--- config.mk ---
export PLATFORM = sky130hd
export DESIGN_NAME = src_control_unit
export DESIGN_NICKNAME = d
export VERILOG_FILES = /design/src/rtl/src_ctrl_pkg.sv /design/src/rtl/src_mem_wait_timer.sv /design/src/rtl/src_control_unit.sv
export SDC_FILE = /design/constraint.sdc
export NUM_CORES = 1
export LEC_CHECK = 0
export ABC_AREA = 1
export CORE_MARGIN = 5
export CORE_UTILIZATION = 44
export DETAILED_ROUTE_END_ITERATION = 10
export PLACE_DENSITY_LB_ADDON = 0.25
export SLEW_MARGIN = 15
export SYNTH_ARGS = -nofsm -noshare
export SYNTH_HDL_FRONTEND = slang
export SYNTH_SLANG_ARGS = --single-unit
--- constraint.sdc ---
create_clock -name clk -period 2.95 [get_ports clk]
set_clock_uncertainty 0.15 [all_clocks]
set_input_delay 0.59 -clock clk [delete_from_list [all_inputs] [get_ports clk]]
set_output_delay 0.59 -clock clk [all_outputs]
set_load 0.01 [all_outputs]
--- src/rtl/src_ctrl_pkg.sv ---
// Shared definitions for the SRC control sequencer:
// opcodes, ALU codes, step states and instruction classes.
package src_ctrl_pkg;

    localparam logic [4:0] OP_LD   = 5'b00000;
    localparam logic [4:0] OP_LDI  = 5'b00001;
    localparam logic [4:0] OP_ST   = 5'b00010;
    localparam logic [4:0] OP_ADD  = 5'b00011;
    localparam logic [4:0] OP_SUB  = 5'b00100;
    localparam logic [4:0] OP_AND  = 5'b00101;
    localparam logic [4:0] OP_OR   = 5'b00110;
    localparam logic [4:0] OP_SHR  = 5'b01001;
    localparam logic [4:0] OP_SHL  = 5'b01011;
    localparam logic [4:0] OP_ADDI = 5'b01100;
    localparam logic [4:0] OP_ANDI = 5'b01101;
    localparam logic [4:0] OP_ORI  = 5'b01110;
    localparam logic [4:0] OP_BR   = 5'b10011;
    localparam logic [4:0] OP_NOP  = 5'b11010;
    localparam logic [4:0] OP_HALT = 5'b11011;

    localparam logic [4:0] ALU_ADD = 5'b00011;

    typedef enum logic [3:0] {
        RST, T0, T1, T2, T3, T4, T5, T6, T7, HALT
    } state_e;

    typedef enum logic [2:0] {
        C_NOP, C_R, C_I, C_LD, C_LDI, C_ST, C_BR, C_HALT
    } iclass_e;

    // Unknown opcodes fall into C_NOP.
    function automatic iclass_e classify(input logic [4:0] op);
        iclass_e c;
        case (op)
            OP_ADD, OP_SUB, OP_AND,
            OP_OR, OP_SHR, OP_SHL:    c = C_R;
            OP_ADDI, OP_ANDI, OP_ORI: c = C_I;
            OP_LD:                    c = C_LD;
            OP_LDI:                   c = C_LDI;
            OP_ST:                    c = C_ST;
            OP_BR:                    c = C_BR;
            OP_HALT:                  c = C_HALT;
            default:                  c = C_NOP;
        endcase
        return c;
    endfunction

endpackage

--- src/rtl/src_mem_wait_timer.sv ---
// Memory wait timer: counts cycles while en_i, cleared by clr_i.
// Ports: clk, rst_n, clr_i, en_i -> timeout_o (last allowed wait cycle).
module src_mem_wait_timer #(
    parameter int MAX = 255
) (
    input  logic clk,
    input  logic rst_n,
    input  logic clr_i,
    input  logic en_i,
    output logic timeout_o
);

    localparam int TW = $clog2(MAX + 2);
    localparam logic [TW-1:0] LIMIT = TW'(MAX > 0 ? MAX - 1 : 0);
    localparam bit ENABLED = (MAX > 0);

    logic [TW-1:0] cnt_q;
    logic [TW-1:0] cnt_d;

    always_comb begin
        cnt_d = cnt_q;
        if (clr_i) begin
            cnt_d = '0;
        end else if (en_i) begin
            cnt_d = cnt_q + 1'b1;
        end
    end

    always_ff @(posedge clk or negedge rst_n) begin
        if (!rst_n) begin
            cnt_q <= '0;
        end else begin
            cnt_q <= cnt_d;
        end
    end

    // High during the MAX-th consecutive wait cycle.
    assign timeout_o = ENABLED && en_i && (cnt_q == LIMIT);

endmodule

--- src/rtl/src_control_unit.sv ---
// SRC single-bus control sequencer: fetch T0-T2, execute T3-T7.
// Ports: clk, reset_n, ir, con_ff, mem_ready -> strobes, alu_op, run, fault.
module src_control_unit
    import src_ctrl_pkg::*;
#(
    parameter int OPW         = 5,
    parameter int MEM_TIMEOUT = 255
) (
    input  logic           clk,
    input  logic           reset_n,
    input  logic [31:0]    ir,
    input  logic           con_ff,
    input  logic           mem_ready,
    output logic           PCout,
    output logic           PCin,
    output logic           IncPC,
    output logic           MARin,
    output logic           MDRin,
    output logic           MDRout,
    output logic           IRin,
    output logic           Yin,
    output logic           Zin,
    output logic           Zlowout,
    output logic           Cout,
    output logic           CONin,
    output logic           Read,
    output logic           Write,
    output logic           Gra,
    output logic           Grb,
    output logic           Grc,
    output logic           Rin,
    output logic           Rout,
    output logic           BAout,
    output logic [OPW-1:0] alu_op,
    output logic           run,
    output logic           fault
);

    state_e  state_q, state_d;
    logic    fault_q, fault_d;
    iclass_e cls;
    logic    in_wait;
    logic    tmo;
    logic    unused_ir;

    assign cls       = classify(ir[31:27]);
    assign unused_ir = ^ir[26:0];
    assign fault     = fault_q;

    assign in_wait = (state_q == T1)
                  || (state_q == T6 && cls == C_LD)
                  || (state_q == T7 && cls == C_ST);

    src_mem_wait_timer #(
        .MAX(MEM_TIMEOUT)
    ) u_timer (
        .clk      (clk),
        .rst_n    (reset_n),
        .clr_i    (!in_wait || mem_ready),
        .en_i     (in_wait),
        .timeout_o(tmo)
    );

    always_comb begin
        state_d = state_q;
        fault_d = fault_q;
        unique case (state_q)
            RST: state_d = T0;
            T0:  state_d = T1;
            T1:  state_d = T2;
            T2:  state_d = T3;
            T3: begin
                case (cls)
                    C_NOP:   state_d = T0;
                    C_HALT:  state_d = HALT;
                    default: state_d = T4;
                endcase
            end
            T4:  state_d = T5;
            T5: begin
                case (cls)
                    C_LD, C_ST, C_BR: state_d = T6;
                    default:          state_d = T0;
                endcase
            end
            T6: begin
                case (cls)
                    C_LD, C_ST: state_d = T7;
                    default:    state_d = T0;
                endcase
            end
            T7:   state_d = T0;
            HALT: state_d = HALT;
            default: state_d = RST;
        endcase
        // Wait steps hold until mem_ready, or give up on timeout.
        if (in_wait && !mem_ready) begin
            if (tmo) begin
                state_d = HALT;
                fault_d = 1'b1;
            end else begin
                state_d = state_q;
            end
        end
    end

    always_ff @(posedge clk or negedge reset_n) begin
        if (!reset_n) begin
            state_q <= RST;
            fault_q <= 1'b0;
        end else begin
            state_q <= state_d;
            fault_q <= fault_d;
        end
    end

    always_comb begin
        PCout   = 1'b0;
        PCin    = 1'b0;
        IncPC   = 1'b0;
        MARin   = 1'b0;
        MDRin   = 1'b0;
        MDRout  = 1'b0;
        IRin    = 1'b0;
        Yin     = 1'b0;
        Zin     = 1'b0;
        Zlowout = 1'b0;
        Cout    = 1'b0;
        CONin   = 1'b0;
        Read    = 1'b0;
        Write   = 1'b0;
        Gra     = 1'b0;
        Grb     = 1'b0;
        Grc     = 1'b0;
        Rin     = 1'b0;
        Rout    = 1'b0;
        BAout   = 1'b0;
        alu_op  = '0;
        run     = (state_q != RST) && (state_q != HALT);
        unique case (state_q)
            T0: begin
                PCout = 1'b1;
                MARin = 1'b1;
                IncPC = 1'b1;
                Zin   = 1'b1;
            end
            T1: begin
                Zlowout = 1'b1;
                PCin    = 1'b1;
                Read    = 1'b1;
                MDRin   = 1'b1;
            end
            T2: begin
                MDRout = 1'b1;
                IRin   = 1'b1;
            end
            T3: begin
                case (cls)
                    C_R, C_I: begin
                        Grb  = 1'b1;
                        Rout = 1'b1;
                        Yin  = 1'b1;
                    end
                    C_LD, C_LDI, C_ST: begin
                        Grb   = 1'b1;
                        BAout = 1'b1;
                        Yin   = 1'b1;
                    end
                    C_BR: begin
                        Gra   = 1'b1;
                        Rout  = 1'b1;
                        CONin = 1'b1;
                    end
                    default: ;
                endcase
            end
            T4: begin
                case (cls)
                    C_R: begin
                        Grc    = 1'b1;
                        Rout   = 1'b1;
                        Zin    = 1'b1;
                        alu_op = OPW'(ir[31:27]);
                    end
                    C_I: begin
                        Cout   = 1'b1;
                        Zin    = 1'b1;
                        alu_op = OPW'(ir[31:27]);
                    end
                    C_LD, C_LDI, C_ST: begin
                        Cout   = 1'b1;
                        Zin    = 1'b1;
                        alu_op = OPW'(ALU_ADD);
                    end
                    C_BR: begin
                        PCout = 1'b1;
                        Yin   = 1'b1;
                    end
                    default: ;
                endcase
            end
            T5: begin
                case (cls)
                    C_R, C_I, C_LDI: begin
                        Zlowout = 1'b1;
                        Gra     = 1'b1;
                        Rin     = 1'b1;
                    end
                    C_LD, C_ST: begin
                        Zlowout = 1'b1;
                        MARin   = 1'b1;
                    end
                    C_BR: begin
                        Cout   = 1'b1;
                        Zin    = 1'b1;
                        alu_op = OPW'(ALU_ADD);
                    end
                    default: ;
                endcase
            end
            T6: begin
                case (cls)
                    C_LD: begin
                        Read  = 1'b1;
                        MDRin = 1'b1;
                    end
                    C_ST: begin
                        Gra   = 1'b1;
                        Rout  = 1'b1;
                        MDRin = 1'b1;
                    end
                    C_BR: begin
                        Zlowout = con_ff;
                        PCin    = con_ff;
                    end
                    default: ;
                endcase
            end
            T7: begin
                case (cls)
                    C_LD: begin
                        MDRout = 1'b1;
                        Gra    = 1'b1;
                        Rin    = 1'b1;
                    end
                    C_ST: Write = 1'b1;
                    default: ;
                endcase
            end
            default: ;
        endcase
    end

endmodule

==> flow_summary.json <==
{
  "critPathMaxFanout": 7,
  "cp-end-kind": "output port",
  "synth_fp_nets": 245,
  "p_leak_nw": 1.12,
  "synth-edff-count": 0,
  "yosys_warnings": 0,
  "yosysSeqAreaShare": 0.263,
  "wl_um": 4100,
  "p_comb_frac": 0.635,
  "drtPass1Iterations": 4,
  "grt_pass1_vias": 1568,
  "worst_slack_ns": 0.106,
  "cp_slowest_cell": "ha_1",
  "seqPwrFrac": 0.259,
  "power_density_nw_per_um2": 476,
  "setup_viol": 0,
  "detail-route-antenna-nets": 0,
  "syn2layout_area_growth_pct": 54.0,
  "antenna_found_initial": 0,
  "intPower_w": 0.000526,
  "num_vias": 1589,
  "core_area_um2": 2980,
  "final.fill_count": 255,
  "dieHeight_um": 65.1,
  "initial_core_util": 0.448,
  "switchingPower_w": 0.000452,
  "io_buffer_count": 34,
  "drv_cap": 0,
  "gr-total-overflow": 0,
  "fin_cells": 308,
  "regArea_um2": 350,
  "synth_area_leaders": "dfrtp_1 26%, nand2_1 15%, inv_1 7.6%",
  "drtIter0Drc": 146,
  "nets": 318,
  "cts_tree": "built",
  "multiInputGateArea_um2": 955,
  "irDropWorstVdd_mv": 0.293,
  "cts_num_sinks": 14,
  "period_share": 0.964,
  "whs_path_depth": 1,
  "yosys.area.top_type": "dfrtp_1",
  "async_flop_share": 1.00,
  "tightest_slew_ns": 0.625,
  "synthDominantCellAreaShare": 0.263,
  "dp_hpwl_um": 2950,
  "cts_max_level": 1,
  "crit_top_cell": "buf_4",
  "grt_pass1_wl_um": 6770,
  "max_clock_freq_mhz": 352,
  "clockBufferDepth": 2,
  "n_antenna_cell": 0,
  "ys_types": 30,
  "r2r_setup_slack_ns": 0.96,
  "gp_congestion": 0.875,
  "ctsHoldBuffers": 0,
  "via_per_inst": 5.16,
  "die_area_um2": 4230,
  "status": "finished, final reports clean",
  "place_ws_ns": -0.721,
  "r2r-start": "state_q[3]",
  "hold_path_class": "reg -> reg",
  "timing.final.crit_period_ns": 2.84,
  "required_ns": 2.21,
  "post-synth-top-count-cell": "nand2_1",
  "pwr-share-clk": 0.106,
  "drive_above_1_share": 0.400,
  "synthTopCellsByCount": "53 x nand2_1, 27 x inv_1, 22 x nor2_1",
  "dieWidth_um": 65.1,
  "clock-root-buffer": "clkbuf_4",
  "synth-main-ff-cell": "dfrtp_1",
  "wl_per_cell_um": 13.3,
  "hp-start": "u_timer.cnt_q[0]",
  "insertion_delay_ns": 0.27,
  "numCtsBuffers": 3,
  "netlist_area_um2": 1330,
  "fp-row-count": 20,
  "num_io_pins": 63,
  "clk_pin_slew_ns": 0.08,
  "grtUsageTotal": 0.196,
  "grt_start_max_net_pins": 15,
  "finalMaxSlewViolations": 0,
  "hold_slack_ns": 0.349,
  "cpPeakStageDelay_ns": 0.20,
  "drc_errors": 0,
  "power.share.switching": 0.462,
  "crit_type": "in -> out",
  "synth-seq-cells": 14,
  "worst_setup_path_start_kind": "primary input",
  "dp_cells": 296,
  "post_synth.cell_area_avg_um2": 6.54,
  "reg2reg_depth": 8,
  "crit_chain": "buf_4 > buf_4 > ha_1 > o21ai_2 > nand2_2 > nand3_4 > inv_2 > nand2_4 > nand4_1 > buf_4 > o21ai_1 > buf_2",
  "syn_inst": 204,
  "finalHoldViolations": 0,
  "min_to": "u_timer.cnt_q[0]",
  "r2r-end": "u_timer.cnt_q[3]",
  "relSlewSlack": 0.582,
  "crit_arrival_ns": 2.10
}
[registers in the layout, indices dropped and copies added (netlist names)]
signal / flops
fault: 1
u_timer.cnt_q: 9
state_q: 4
[cell usage in the layout, fill, tap and decap left out, types with 3 or more instances in the layout]
master	Yosys	layout
buf_2	0	11
clkbuf_4	0	3
nor3_1	5	5
nand2_1	53	45
inv_2	7	9
dfrtp_1	14	14
o21ai_0	6	3
nor2_4	1	3
nor2_1	22	19
clkdlybuf4s50_1	0	7
inv_1	27	25
nand3_1	19	15
dlygate4sd2_1	0	5
nor3b_1	3	3
nand4_1	5	5
buf_4	2	37
nand2_2	4	10
nand3_2	7	9
xor2_1	3	3
clkdlybuf4s15_2	0	4
nor2_2	4	5
clkbuf_2	0	3
ha_1	5	4
[per-layer routing]
metal  vias up  GRT usage  part of all wire
met4         0     0.0544            0.0061
met3         4     0.0312             0.046
met1       746      0.234              0.43
li1        800          -                 -
met2        39      0.360              0.52
met5         -          0                 0
[cell type report]
type / instances / area share
sequential: 14 / 0.171
multi-input combinational: 153 / 0.465
timing repair buffer: 71 / 0.272
inverter: 34 / 0.0621
tap: 33 / 0.0201
clock buffer: 3 / 0.0110
[worst max-delay path: cells and delay by family]
kind	cells	cell delay (ns)
AOI/OAI and AO/OA	2	0.25
adders and majority gates	1	0.20
and+or+nand+nor	4	0.41
buffers and inverters	5	0.64
[cells by family after synthesis]
kind of cell	Yosys count	synth area share
flip-flops	14	0.263
AO/OA/AOI/OAI	13	0.0554
XOR/XNOR	3	0.0197
adder cells (fa/ha/maj)	5	0.0469
buffers and inverters	37	0.115
AND/OR/NAND/NOR	131	0.497
other	1	0.00281
[per-stage QoR]
step                       util  cell area, µm²  setup TNS (ns)  power [W]
after floorplan               -            1330               0   0.000581
after global placement    0.642            1910          -13.28   0.000876
after detailed placement  0.642            1910          -13.70   0.000886
after CTS                 0.678            2020               0   0.000964
after global routing      0.690            2050        -0.00244    0.00107
final                     0.690            2050               0   0.000977
[power groups by stage]
| stage | Combinational, W | Clock (W) | Sequential, W |
|---|---|---|---|
| final | 0.000621 | 0.000104 | 0.000253 |
| after global routing | 0.000687 | 0.000120 | 0.000258 |
| after CTS | 0.000606 | 0.000107 | 0.000251 |
| after detailed placement | 0.000630 | 0 | 0.000255 |
| after global placement | 0.000621 | 0 | 0.000255 |
| after floorplan | 0.000333 | 0 | 0.000248 |
[what timing repair did]
item	4_1_cts	5_1_grt
gates resized for setup	91	28
setup buffers	7	2
pin swaps	16	11
setup endpoints to repair	22	22
gates cloned	0	0
[worst max-delay path by stage]
stage / from / depth (start not counted) / slack [ns] / end
after detailed placement: ir[27] / 12 / -0.72 / Zin
after floorplan: ir[27] / 10 / 0.45 / alu_op[0]
after CTS: ir[27] / 13 / 0.002 / Rin
final: ir[27] / 12 / 0.11 / alu_op[0]
after global routing: ir[27] / 12 / -0.002 / alu_op[0]
after global placement: ir[27] / 12 / -0.72 / Yin
Power figures use the tool's default switching activity.
